### config.mk
export PLATFORM = sky130hd
export DESIGN_NAME = instr_cache_controller
export DESIGN_NICKNAME = d
export VERILOG_FILES = /design/src/rtl/instr_cache_controller.sv
export SDC_FILE = /design/constraint.sdc
export NUM_CORES = 1
export LEC_CHECK = 0
export CAP_MARGIN = 20
export CORE_MARGIN = 2
export CORE_UTILIZATION = 32
export CTS_BUF_LIST = sky130_fd_sc_hd__clkbuf_4
export DETAILED_ROUTE_END_ITERATION = 10
export PLACE_DENSITY = 0.89
export RECOVER_POWER = 50
export SYNTH_ARGS = -nofsm -noshare
export SYNTH_HDL_FRONTEND = slang
export SYNTH_SLANG_ARGS = --single-unit
### constraint.sdc
create_clock -name clk -period 2.3 [get_ports clk]
set_clock_uncertainty 0.2 [all_clocks]
set_input_delay 0.46 -clock clk [delete_from_list [all_inputs] [get_ports clk]]
set_output_delay 0.46 -clock clk [all_outputs]
set_load 0.01 [all_outputs]
### src/rtl/instr_cache_controller.sv
// -----------------------------------------------------------------------------
// instr_cache_controller
//
// Miss/refill and flush sequencer for a direct-mapped instruction cache.
// The fetch address is compared against the cache's tag/valid read-out. On a
// miss the fetch stage is stalled, the line is read word-by-word from backing
// memory, written into the data array, and then tagged valid. All valid bits
// are cleared after reset and on a flush request.
//
// State table
//   state  | meaning
//   FLUSH  | sweep every set, writing valid = 0; stall held
//   IDLE   | lookup; hit passes through with no stall, miss starts a fill
//   FILL   | fetch line words from memory, write them into the data array
//   DONE   | one settle cycle so the next lookup sees the new tag/valid
//
// Ports
//   clk, reset        system clock, synchronous active-high reset
//   pc_req, pc_addr   fetch request and byte address
//   flush             invalidate-all request (pulse or level)
//   c_valid, c_tag    tag/valid read-out for set(pc_addr), combinational
//   stall             fetch hold; instruction usable when pc_req & ~stall
//   mem_req, mem_addr backing-memory read request and word address
//   mem_ack, mem_rd   read completion strobe and data
//   d_we, d_addr,d_wd data-array write port
//   v_we, v_set,      tag/valid-array write port
//   v_val, v_tag
// -----------------------------------------------------------------------------
module instr_cache_controller #(
    parameter  int SET_W  = 12,
    parameter  int LINE_W = 2,
    localparam int TAG_W  = 30 - SET_W - LINE_W
) (
    input  logic              clk,
    input  logic              reset,
    input  logic              pc_req,
    input  logic [31:0]       pc_addr,
    input  logic              flush,
    input  logic              c_valid,
    input  logic [TAG_W-1:0]  c_tag,
    output logic              stall,
    output logic              mem_req,
    output logic [31:0]       mem_addr,
    input  logic              mem_ack,
    input  logic [31:0]       mem_rd,
    output logic              d_we,
    output logic [31:0]       d_addr,
    output logic [31:0]       d_wd,
    output logic              v_we,
    output logic [SET_W-1:0]  v_set,
    output logic              v_val,
    output logic [TAG_W-1:0]  v_tag
);

    localparam logic [1:0] ST_FLUSH = 2'd0;
    localparam logic [1:0] ST_IDLE  = 2'd1;
    localparam logic [1:0] ST_FILL  = 2'd2;
    localparam logic [1:0] ST_DONE  = 2'd3;

    // Line base is the word address with the in-line word offset dropped.
    localparam int LB_W = 30 - LINE_W;

    localparam logic [SET_W-1:0]  SET_LAST  = '1;
    localparam logic [LINE_W-1:0] WORD_LAST = '1;

    logic [1:0]        state;
    logic [1:0]        state_nxt;
    logic [SET_W-1:0]  flush_idx;
    logic [SET_W-1:0]  flush_idx_nxt;
    logic [LINE_W-1:0] word_cnt;
    logic [LINE_W-1:0] word_cnt_nxt;
    logic [LB_W-1:0]   line_base;
    logic [LB_W-1:0]   line_base_nxt;
    logic              flush_pend;
    logic              flush_pend_nxt;

    logic [TAG_W-1:0]  pc_tag;
    logic              hit;

    // Byte offset and in-line word index are not needed for the lookup; the
    // fill always restarts at word 0 of the line.
    logic              unused_bits;
    assign unused_bits = &{1'b0, pc_addr[LINE_W+1:0]};

    assign pc_tag = pc_addr[31 -: TAG_W];
    assign hit    = c_valid & (c_tag == pc_tag);

    // Address is held stable for the whole word because it is built only
    // from registered state.
    assign mem_addr = {line_base, word_cnt, 2'b00};
    assign d_addr   = mem_addr;
    assign d_wd     = mem_rd;

    always_comb begin
        state_nxt      = state;
        flush_idx_nxt  = flush_idx;
        word_cnt_nxt   = word_cnt;
        line_base_nxt  = line_base;
        flush_pend_nxt = flush_pend;

        stall   = 1'b1;
        mem_req = 1'b0;
        d_we    = 1'b0;
        v_we    = 1'b0;
        v_set   = flush_idx;
        v_val   = 1'b0;
        v_tag   = '0;

        case (state)
            ST_FLUSH: begin
                v_we  = 1'b1;
                v_set = flush_idx;
                if (flush_idx == SET_LAST) begin
                    state_nxt     = ST_IDLE;
                    flush_idx_nxt = '0;
                end else begin
                    flush_idx_nxt = flush_idx + SET_W'(1);
                end
            end

            ST_IDLE: begin
                if (flush || flush_pend) begin
                    // Flush wins over a pending miss; the fetch stays stalled
                    // and is re-looked-up after the sweep.
                    stall          = 1'b1;
                    flush_pend_nxt = 1'b0;
                    state_nxt      = ST_FLUSH;
                end else if (pc_req && !hit) begin
                    stall         = 1'b1;
                    line_base_nxt = pc_addr[31:LINE_W+2];
                    word_cnt_nxt  = '0;
                    state_nxt     = ST_FILL;
                end else begin
                    stall = 1'b0;
                end
            end

            ST_FILL: begin
                mem_req = 1'b1;
                if (flush) begin
                    flush_pend_nxt = 1'b1;
                end
                if (mem_ack) begin
                    d_we         = 1'b1;
                    word_cnt_nxt = word_cnt + LINE_W'(1);
                    if (word_cnt == WORD_LAST) begin
                        // Tag/valid goes in with the last word so the line is
                        // never marked valid while partly written.
                        v_we      = 1'b1;
                        v_set     = line_base[SET_W-1:0];
                        v_tag     = line_base[LB_W-1 -: TAG_W];
                        v_val     = 1'b1;
                        state_nxt = ST_DONE;
                    end
                end
            end

            ST_DONE: begin
                if (flush) begin
                    flush_pend_nxt = 1'b1;
                end
                state_nxt = ST_IDLE;
            end

            default: begin
                state_nxt = ST_FLUSH;
            end
        endcase

        // While reset is held nothing may be written or requested.
        if (reset) begin
            stall   = 1'b1;
            mem_req = 1'b0;
            d_we    = 1'b0;
            v_we    = 1'b0;
        end
    end

    always_ff @(posedge clk) begin
        if (reset) begin
            state      <= ST_FLUSH;
            flush_idx  <= '0;
            word_cnt   <= '0;
            flush_pend <= 1'b0;
            line_base  <= '0;
        end else begin
            state      <= state_nxt;
            flush_idx  <= flush_idx_nxt;
            word_cnt   <= word_cnt_nxt;
            flush_pend <= flush_pend_nxt;
            line_base  <= line_base_nxt;
        end
    end

endmodule

## Word-level counts from Yosys, hierarchy flattened

Cells that the tools add are included.

- Reduce and logical (&&, ||, !) cells: 11
- Bitwise gates (word level): 2
- Multiplexer cells: 34
- $add $sub $neg: 2
- Equal/unequal tests: 14

Operators with widths:

| kind | count |
|---|---|
| two-way mux 12 bit | 4 |
| two-way mux 16 bit | 3 |
| equality test 16 bit | 1 |
| two-way mux 2 bit | 8 |
| two-way mux 1 bit | 15 |
| adder 12 x 1 -> 12 bit, second input constant | 1 |
| equality test 12 bit, second input constant | 1 |
| inequality test 2 bit, second input constant | 6 |
| one-hot mux 2 bit (4 select lines) | 1 |
| AND reduction 4 bit | 2 |
| equality test 2 bit, second input constant | 3 |
| AND reduction 3 bit | 2 |
| one-hot mux 1 bit (2 select lines) | 2 |
| one-hot mux 2 bit (2 select lines) | 1 |
| nonzero test 2 bit | 2 |
| inequality test 3 bit, second input constant | 1 |
| adder 2 x 1 -> 2 bit, second input constant | 1 |
| equality test 2 x 1 -> 1 bit, second input constant | 1 |
| logical NOT 2 bit | 1 |
| inequality test 2 x 1 -> 1 bit, second input constant | 1 |
| OR reduction 2 bit | 1 |
| AND 1 bit | 1 |
| logical AND 1 bit | 1 |
| logical NOT 1 bit | 1 |
| other kinds (2) | 2 |

- Register bits after elaboration: 45
- Output and inout port bits: 129
- Word-level logic and storage cells: 68

## Logic depth before layout (Yosys ltp)

Gate-level depths: netlist of the first run.

- Depth after elaboration: 8
- Gate-level depth with buffers: 9
- Gate-level depth less buffers: 8

## Least setup slack after synthesis of the first run

OpenSTA, ideal clock, no wires.

- Kind: register to output
- Start point: reg state[0]
- End point: out v_set[0]
- Required time: 1.640 ns
- Slack: 0.026 ns
- Stages on the path, launching flop included: 7
- Path buffers: 1
- Arrival: 1.614 ns
- Path through: dfxtp_1 -> inv_1 -> ha_1 -> inv_1 -> nor2_1 -> buf_1 -> mux2_2

- Longest elaborated chain between the ends: 2

Ends and longest elaborated chain:

| element | RTL line | RTL |
|---|---|---|
| start, declared | 66 | `logic [1:0] state;` |
| start signal, assigned | 187 | `state <= state_nxt;` |
| equality test 2 bit | 109 | `case (state)` |
| two-way mux 12 bit | 109 |  |
| end, declared | 50 | `output logic [SET_W-1:0] v_set,` |

No other way between the ends.

## Worst setup path in the final report of the first run

- Start point: in c_tag[8]
- End point: out stall

- Longest elaborated chain between the ends: 8

Ends and longest elaborated chain:

| element | RTL line | RTL |
|---|---|---|
| start, declared | 40 | `input logic [TAG_W-1:0] c_tag,` |
| equality test 16 bit | 86 | `assign hit = c_valid & (c_tag == pc_tag);` |
| AND 1 bit | 86 |  |
| logical NOT 1 bit | 128 | `end else if (pc_req && !hit) begin` |
| logical AND 1 bit | 128 |  |
| two-way mux 1 bit | 128 |  |
| two-way mux 1 bit | 122 | `if (flush \|\| flush_pend) begin` |
| two-way mux 1 bit | 109 |  |
| two-way mux 1 bit | 171 | `if (reset) begin` |
| end, declared | 41 | `output logic stall,` |

No other way between the ends.

==> results of run 1 <==
==> area by class of cell <==
type,count,area share [%]
multi-input cells,208,35.9
repair buffers,195,39.9
flip-flops and latches,45,19.5
clock buffers,5,0.805
inverters,5,0.456
clock inverters,3,0.483
well taps,108,2.90
diodes,1,0.0536
==> state kept, by name, indices dropped and copies added, names as in the netlist <==
register / flops
flush_pend: 1
word_cnt: 2
line_base: 28
flush_idx: 12
state: 2
==> metal layers <==
layer / up-vias / part of all wire [%] / global-route usage (%)
met3: 19 / 7.0 / 5.06
met2: 101 / 54 / 32.7
met5: - / 0 / 0
met1: 1223 / 37 / 19.7
li1: 1281 / - / -
met4: 0 / 1.1 / 4.21
==> synth_stat cells, drive strengths merged <==
cell    count  area share [%]
nand2      20             2.6
a31oi       1            0.22
and3        4             1.0
nand2b      1            0.22
o21ai       3            0.52
or2         1            0.22
o32ai       1            0.30
nor2       49             6.3
nor4bb      1            0.34
nor4        3            0.65
ha          7             3.0
a21oi       6             1.0
or4b        1            0.34
dfxtp      45              31
and4bb      1            0.43
clkbuf      5            0.65
or3         2            0.43
mux2i      30              10
nor4b       1            0.30
nor3b       2            0.52
and2       16             3.4
conb        1            0.13
inv         5            0.65
nand4       4             1.4
o31ai       2            0.69
o311ai      1            0.30
xor2       16             4.8
o211ai      1            0.26
nor3        2            0.34
nand3       6             1.5
mux2       12             4.6
xnor2      10             3.0
buf        72              18
==> stage by stage <==
| stage | util [%] | power [mW] |
|---|---|---|
| floorplan | - | 1.08 |
| global placement | 48.5 | 1.24 |
| detailed placement | 48.5 | 1.25 |
| CTS | 52.0 | 1.68 |
| global route | 53.2 | 1.76 |
| finish | 53.2 | 1.67 |
==> timing repair <==
item,CTS,global route
pin swaps,18,5
endpoints found under the setup margin,34,47
gates resized for setup,231,32
gates cloned,2,0
buffers inserted,12,5
==> worst max-delay path by stage <==
stage | endpoint | depth (start not counted) | start | slack (ps)
global route | stall | 8 | c_tag[8] | -240
detailed placement | stall | 8 | pc_addr[17] | -860
global placement | stall | 8 | c_tag[1] | -820
floorplan | v_set[0] | 6 | state[0] | 30
CTS | stall | 7 | pc_addr[20] | -210
finish | stall | 8 | c_tag[8] | -170
==> tightest hold or removal path, delay by kind of cell <==
kind / cells / cell delay (ps)
simple gates: 1 / 70
buf+inv: 1 / 230
mux: 1 / 70
==> power groups by stage <==
stage / combinational, mW / sequential (mW) / clock, mW
floorplan: 0.229 / 0.846 / 0
global placement: 0.397 / 0.847 / 0
detailed placement: 0.405 / 0.848 / 0
CTS: 0.420 / 0.833 / 0.426
global route: 0.465 / 0.838 / 0.459
finish: 0.430 / 0.832 / 0.408
==> cells by family (layout without fill, tap and decap cells) <==
logic type               after synthesis  count (layout)  synth area share [%]
other                                  1               5                 0.129
AO/OA/AOI/OAI                         15              15                  3.31
multiplexers                          42              42                  15.0
buffers and inverters                 82             208                  19.8
flip-flops                            45              45                  31.0
AND/OR/NAND/NOR                      114             114                  20.0
adder cells (fa/ha/maj)                7               7                  3.01
XOR/XNOR                              26              26                  7.83
==> placed cells by master, fill, tap and decap left out, types with 5 or more instances in the layout <==
cell             instances
clkdlybuf4s50_1         57
mux2i_1                 30
buf_6                   39
nor2_1                  46
a21oi_1                  5
nand3_1                  5
buf_4                   36
xor2_1                  12
and2_4                  14
dlygate4sd3_1           24
mux2_4                  12
xnor2_1                  6
clkbuf_4                 6
nand2_1                 18
dfxtp_2                  6
ha_1                     5
dlygate4sd2_1           29
dfxtp_1                 39
==> results.ini, run 1 <==
[worst_setup_path]
path_class = in2out
worst_setup_path_end_kind = output port
rr_startpoint = state[1]
cp.arrival_ps = 1810
rr_worst_depth = 9
r2r_slack_ps = -40
worst_r2r_endpoint = state[1]
required_ps = 1640
cpPeakStageDelay_ps = 420
cp-start-kind = primary input
crit_chain = clkdlybuf4s50_1, xor2_1, nor3b_2, and3_4, nand2_2, nand2_1, nand3_1, buf_2
cp_max_fo = 2
crit_slowest_cell = clkdlybuf4s50_1
critPathBufInv = 2
cpLargestDelayFamily = simple AND/OR/NAND/NOR gates

[cts]
cts_hold_buf = 0
cts_tree = yes
numCtsBuffers = 5
h-tree-depth = 2
root_buffer = clkbuf_4
clock_path_buffers = 2
cts.clk_slew.worst_paths_ps = 150
clk_latency_ps = 370
cts.sinks = 45

[sta]
rsz0062_at_grt = yes
holdWs_ps = 298
max_freq_mhz = 405
fin_ws_ps = -172
period_minus_slack_ps = 2470
setup_tns_ps = -1980
drv_slew = 0
setup_violations = 25
fin_crit_sh_pct = 107
hold_violations = 0

[die]
core_mm2 = 0.00876
dieArea_mm2 = 0.00987
initial_core_util_pct = 33.2
rows = 34
ios = 215
dieWidth_um = 99.3
die_h_um = 99.3

[layout]
layout-drive-gt1-share_pct = 33.2
stdcell_area_mm2 = 0.00467
regArea_um2 = 908
final_nets = 553
final_cells = 570
areaGrowthSynthToFinish_pct = 60.5
fillers = 775
multi_input_area_mm2 = 0.00168

[route]
drt_iter0_markers = 71
drc_errors = 0
avgViaCountPerCell = 4.60
via_count = 2624
wl_per_cell_um = 15.9
wl_mm = 9.07
ant_nets = 0
drtPass1Iterations = 4

[job]
cap_violations = 0

[power_and_ir_drop]
p_int_mw = 1.17
pwr-share-seq_pct = 49.8
power_frac_comb_pct = 25.7
p_switching_mw = 0.496
clkPwrFrac_pct = 24.4
p_per_area_mw_per_mm2 = 358
vdd_ir_drop_max_uv = 271
p_leak_nw = 1.98
p_sw_share_pct = 29.7

[synthesis]
postSynthAreaPerCell_um2 = 8.76
synthDistinctLibCells = 39
synthesis.instances = 332
ys_seq_area_share_pct = 31.0
ys_ff_latch = 45
ys_warn_count = 0
netlist_area_mm2 = 0.00291

[global_route]
grt.overflow.total = 0
gr-usage-all-layers_pct = 17.6
grt_max_degree = 22
antenna_found_initial = 1
grt_first_pass_wirelength_mm = 13.8
grt_pass1_vias = 2758

[worst_hold_path]
whs_path_depth = 3
hold_path.class = in2reg
hold_end = line_base[18]
hold_path_startpoint = pc_addr[22]

[status]
failed_checks = negative setup slack
status = complete, but fails checks

[place]
dp.cells = 547
dp_hpwl_mm = 6.79
port_buffers = 142
dpl_cell_area_mm2 = 0.00425
place_ws_ps = -860
finalWeightedCongestion = 0.800

Note: power is estimated with default switching activity, not from simulation.
==> run 2: changes to the inputs <==
--- a/config.mk
+++ b/config.mk
@@ -7,10 +7,10 @@
 export LEC_CHECK = 0
 export CAP_MARGIN = 20
 export CORE_MARGIN = 2
-export CORE_UTILIZATION = 32
+export CORE_UTILIZATION = 38
 export CTS_BUF_LIST = sky130_fd_sc_hd__clkbuf_4
 export DETAILED_ROUTE_END_ITERATION = 10
-export PLACE_DENSITY = 0.89
+export PLACE_DENSITY = 0.95
 export RECOVER_POWER = 50
 export SYNTH_ARGS = -nofsm -noshare
 export SYNTH_HDL_FRONTEND = slang
==> constraint.sdc (replaced) <==
create_clock -name clk -period 3.07 [get_ports clk]
set_clock_uncertainty 0.2 [all_clocks]
set_input_delay 0.614 -clock clk [delete_from_list [all_inputs] [get_ports clk]]
set_output_delay 0.614 -clock clk [all_outputs]
set_load 0.01 [all_outputs]
==> results.ini, run 2 (synthesis results as in run 1) <==
[status]
status = completed

[sta]
setup_tns_ps = 0  ; +1980 ps
max_freq_mhz = 335
rsz0062_at_grt = yes
fin_crit_sh_pct = 97.1
hold_violations = 0  ; unchanged
holdWs_ps = 317  ; +18.3 ps
period_minus_slack_ps = 2980
tightest_slew_ps = 883
setup_violations = 0  ; -100%
slew_headroom_pct = 40.6
fin_ws_ps = 89.0  ; +261 ps
drv_slew = 0  ; unchanged

[power_and_ir_drop]
pwr-share-seq_pct = 52.5  ; +2.7 points
p_sw_share_pct = 27.5  ; -2.2 points
p_switching_mw = 0.326  ; -34%
vdd_ir_drop_max_uv = 181  ; -33%
power_mw = 1.19  ; -29%
power_frac_comb_pct = 24.1  ; -1.6 points
p_per_area_mw_per_mm2 = 278  ; -22%
p_leak_nw = 1.90  ; -4.0%
p_int_mw = 0.861  ; -27%
clkPwrFrac_pct = 23.4  ; -1.0 points

[layout]
areaGrowthSynthToFinish_pct = 47.0
largest_reg_flops = 28  ; unchanged
final_common_cell = clkdlybuf4s50_1
diodes = 0  ; -1
max_flop_register = line_base
final_cell_mix = 109 x clkdlybuf4s50_1, 48 x nor2_1, 44 x dfxtp_1
final_nets = 521  ; -5.8%
largestRegisters = line_base (28), flush_idx (12)
layout-drive-gt1-share_pct = 13.1  ; -20 points

[cts]
root_buffer = clkbuf_4
cts.sinks = 45  ; unchanged
clk_latency_ps = 350  ; -20 ps
numCtsBuffers = 5  ; unchanged
cts_tree = yes
h-tree-depth = 2  ; unchanged
cts.clk_slew.worst_paths_ps = 120  ; -30 ps
clock_path_buffers = 2  ; unchanged

[route]
ant_nets = 0  ; unchanged
wl_mm = 8.13  ; -10%
drtPass1Iterations = 4  ; unchanged
drc_errors = 0  ; unchanged
wl_per_cell_um = 15.4  ; -3.0%
avgViaCountPerCell = 4.84  ; +5.1%
drt_iter0_markers = 52  ; -27%
via_count = 2550  ; -2.8%

[worst_setup_path]
path_class = in2out
worst_setup_path_end_kind = output port
cp-start-kind = primary input
cp_max_fo = 2  ; unchanged
cp.arrival_ps = 2170  ; +360 ps
required_ps = 2260  ; +620 ps

[place]
dp_hpwl_mm = 6.27  ; -7.7%
port_buffers = 142  ; unchanged
place_ws_ps = -351  ; +509 ps
finalWeightedCongestion = 0.870  ; +8.7%

[worst_hold_path]
hold_path.class = reg2reg

[job]
cap_violations = 0  ; unchanged

[global_route]
gr-usage-all-layers_pct = 18.7  ; +1.1 points
grt.overflow.total = 0  ; unchanged
grt_max_degree = 22  ; unchanged
grt_first_pass_wirelength_mm = 12.5  ; -9.9%
antenna_found_initial = 0  ; -1
grt_pass1_vias = 2533  ; -8.2%

[die]
die_h_um = 91.5  ; -7.9%
dieArea_mm2 = 0.00837  ; -15%
initial_core_util_pct = 39.7  ; +6.5 points
dieWidth_um = 91.5  ; -7.9%
ios = 215  ; unchanged
core_mm2 = 0.00733  ; -16%
rows = 31  ; -8.8%

==> run 2: path summary, 6_finish.rpt <==
| path | start | endpoint | slack, ps | cells past startpoint |
|---|---|---|---|---|
| setup / recovery | pc_addr[28] | stall | 90 | 8 |
| hold / removal | word_cnt[1] | word_cnt[1] | 320 | 2 |
| setup reg to reg | state[1] | line_base[22] | 770 | 9 |
| hold reg to reg | word_cnt[1] | word_cnt[1] | 320 | 2 |
==> run 2: power groups by stage <==
stage               Sequential [mW]  Clock [mW]  Combinational [mW]
floorplan                     0.634           0               0.172
global placement              0.635           0               0.274
detailed placement            0.637           0               0.282
CTS                           0.624       0.290               0.278
global route                  0.628       0.314               0.310
finish                        0.624       0.277               0.286
==> run 2: repair_timing <==
action	in CTS	in global routing
pin swaps	2	7
endpoints found under the setup margin	30	29
setup buffers	0	2
hold buffers	0	0
gates resized for setup	20	29
cloned	0	1
==> run 2: layout make-up <==
class                      instances  area, um^2
tap                               99         124
inverter                           5        18.8
sequential                        45         902
multi-input combinational        208        1530
timing repair buffer             163        1660
clock inverter                     1        3.75
fill                             605        3060
clock buffer                       6        45.0
==> run 2: critical path: stages <==
cell	delay (ps)
clkdlybuf4s50_1	440
xor2_1	190
nor4_1	310
and3_4	240
nand2_1	80
nand2_1	80
nand3_1	80
clkbuf_2	140
==> run 2: stage by stage <==
step,util (%),cells,cell area [um^2]
6_report,58.3,527,4280
5_1_grt,58.3,527,4280
4_1_cts,56.4,524,4140
3_5_place_dp,55.7,517,4080
3_3_place_gp,55.7,517,4080
2_1_floorplan,-,335,2920
==> run 2: metal layers <==
layer  vias up  global-route usage (%)  routed length (um)
li1       1216                       -                   -
met5         -                       0                   0
met4         0                    7.70                 291
met2       113                    34.0                4230
met1      1198                    20.3                3100
met3        23                    4.73                 508
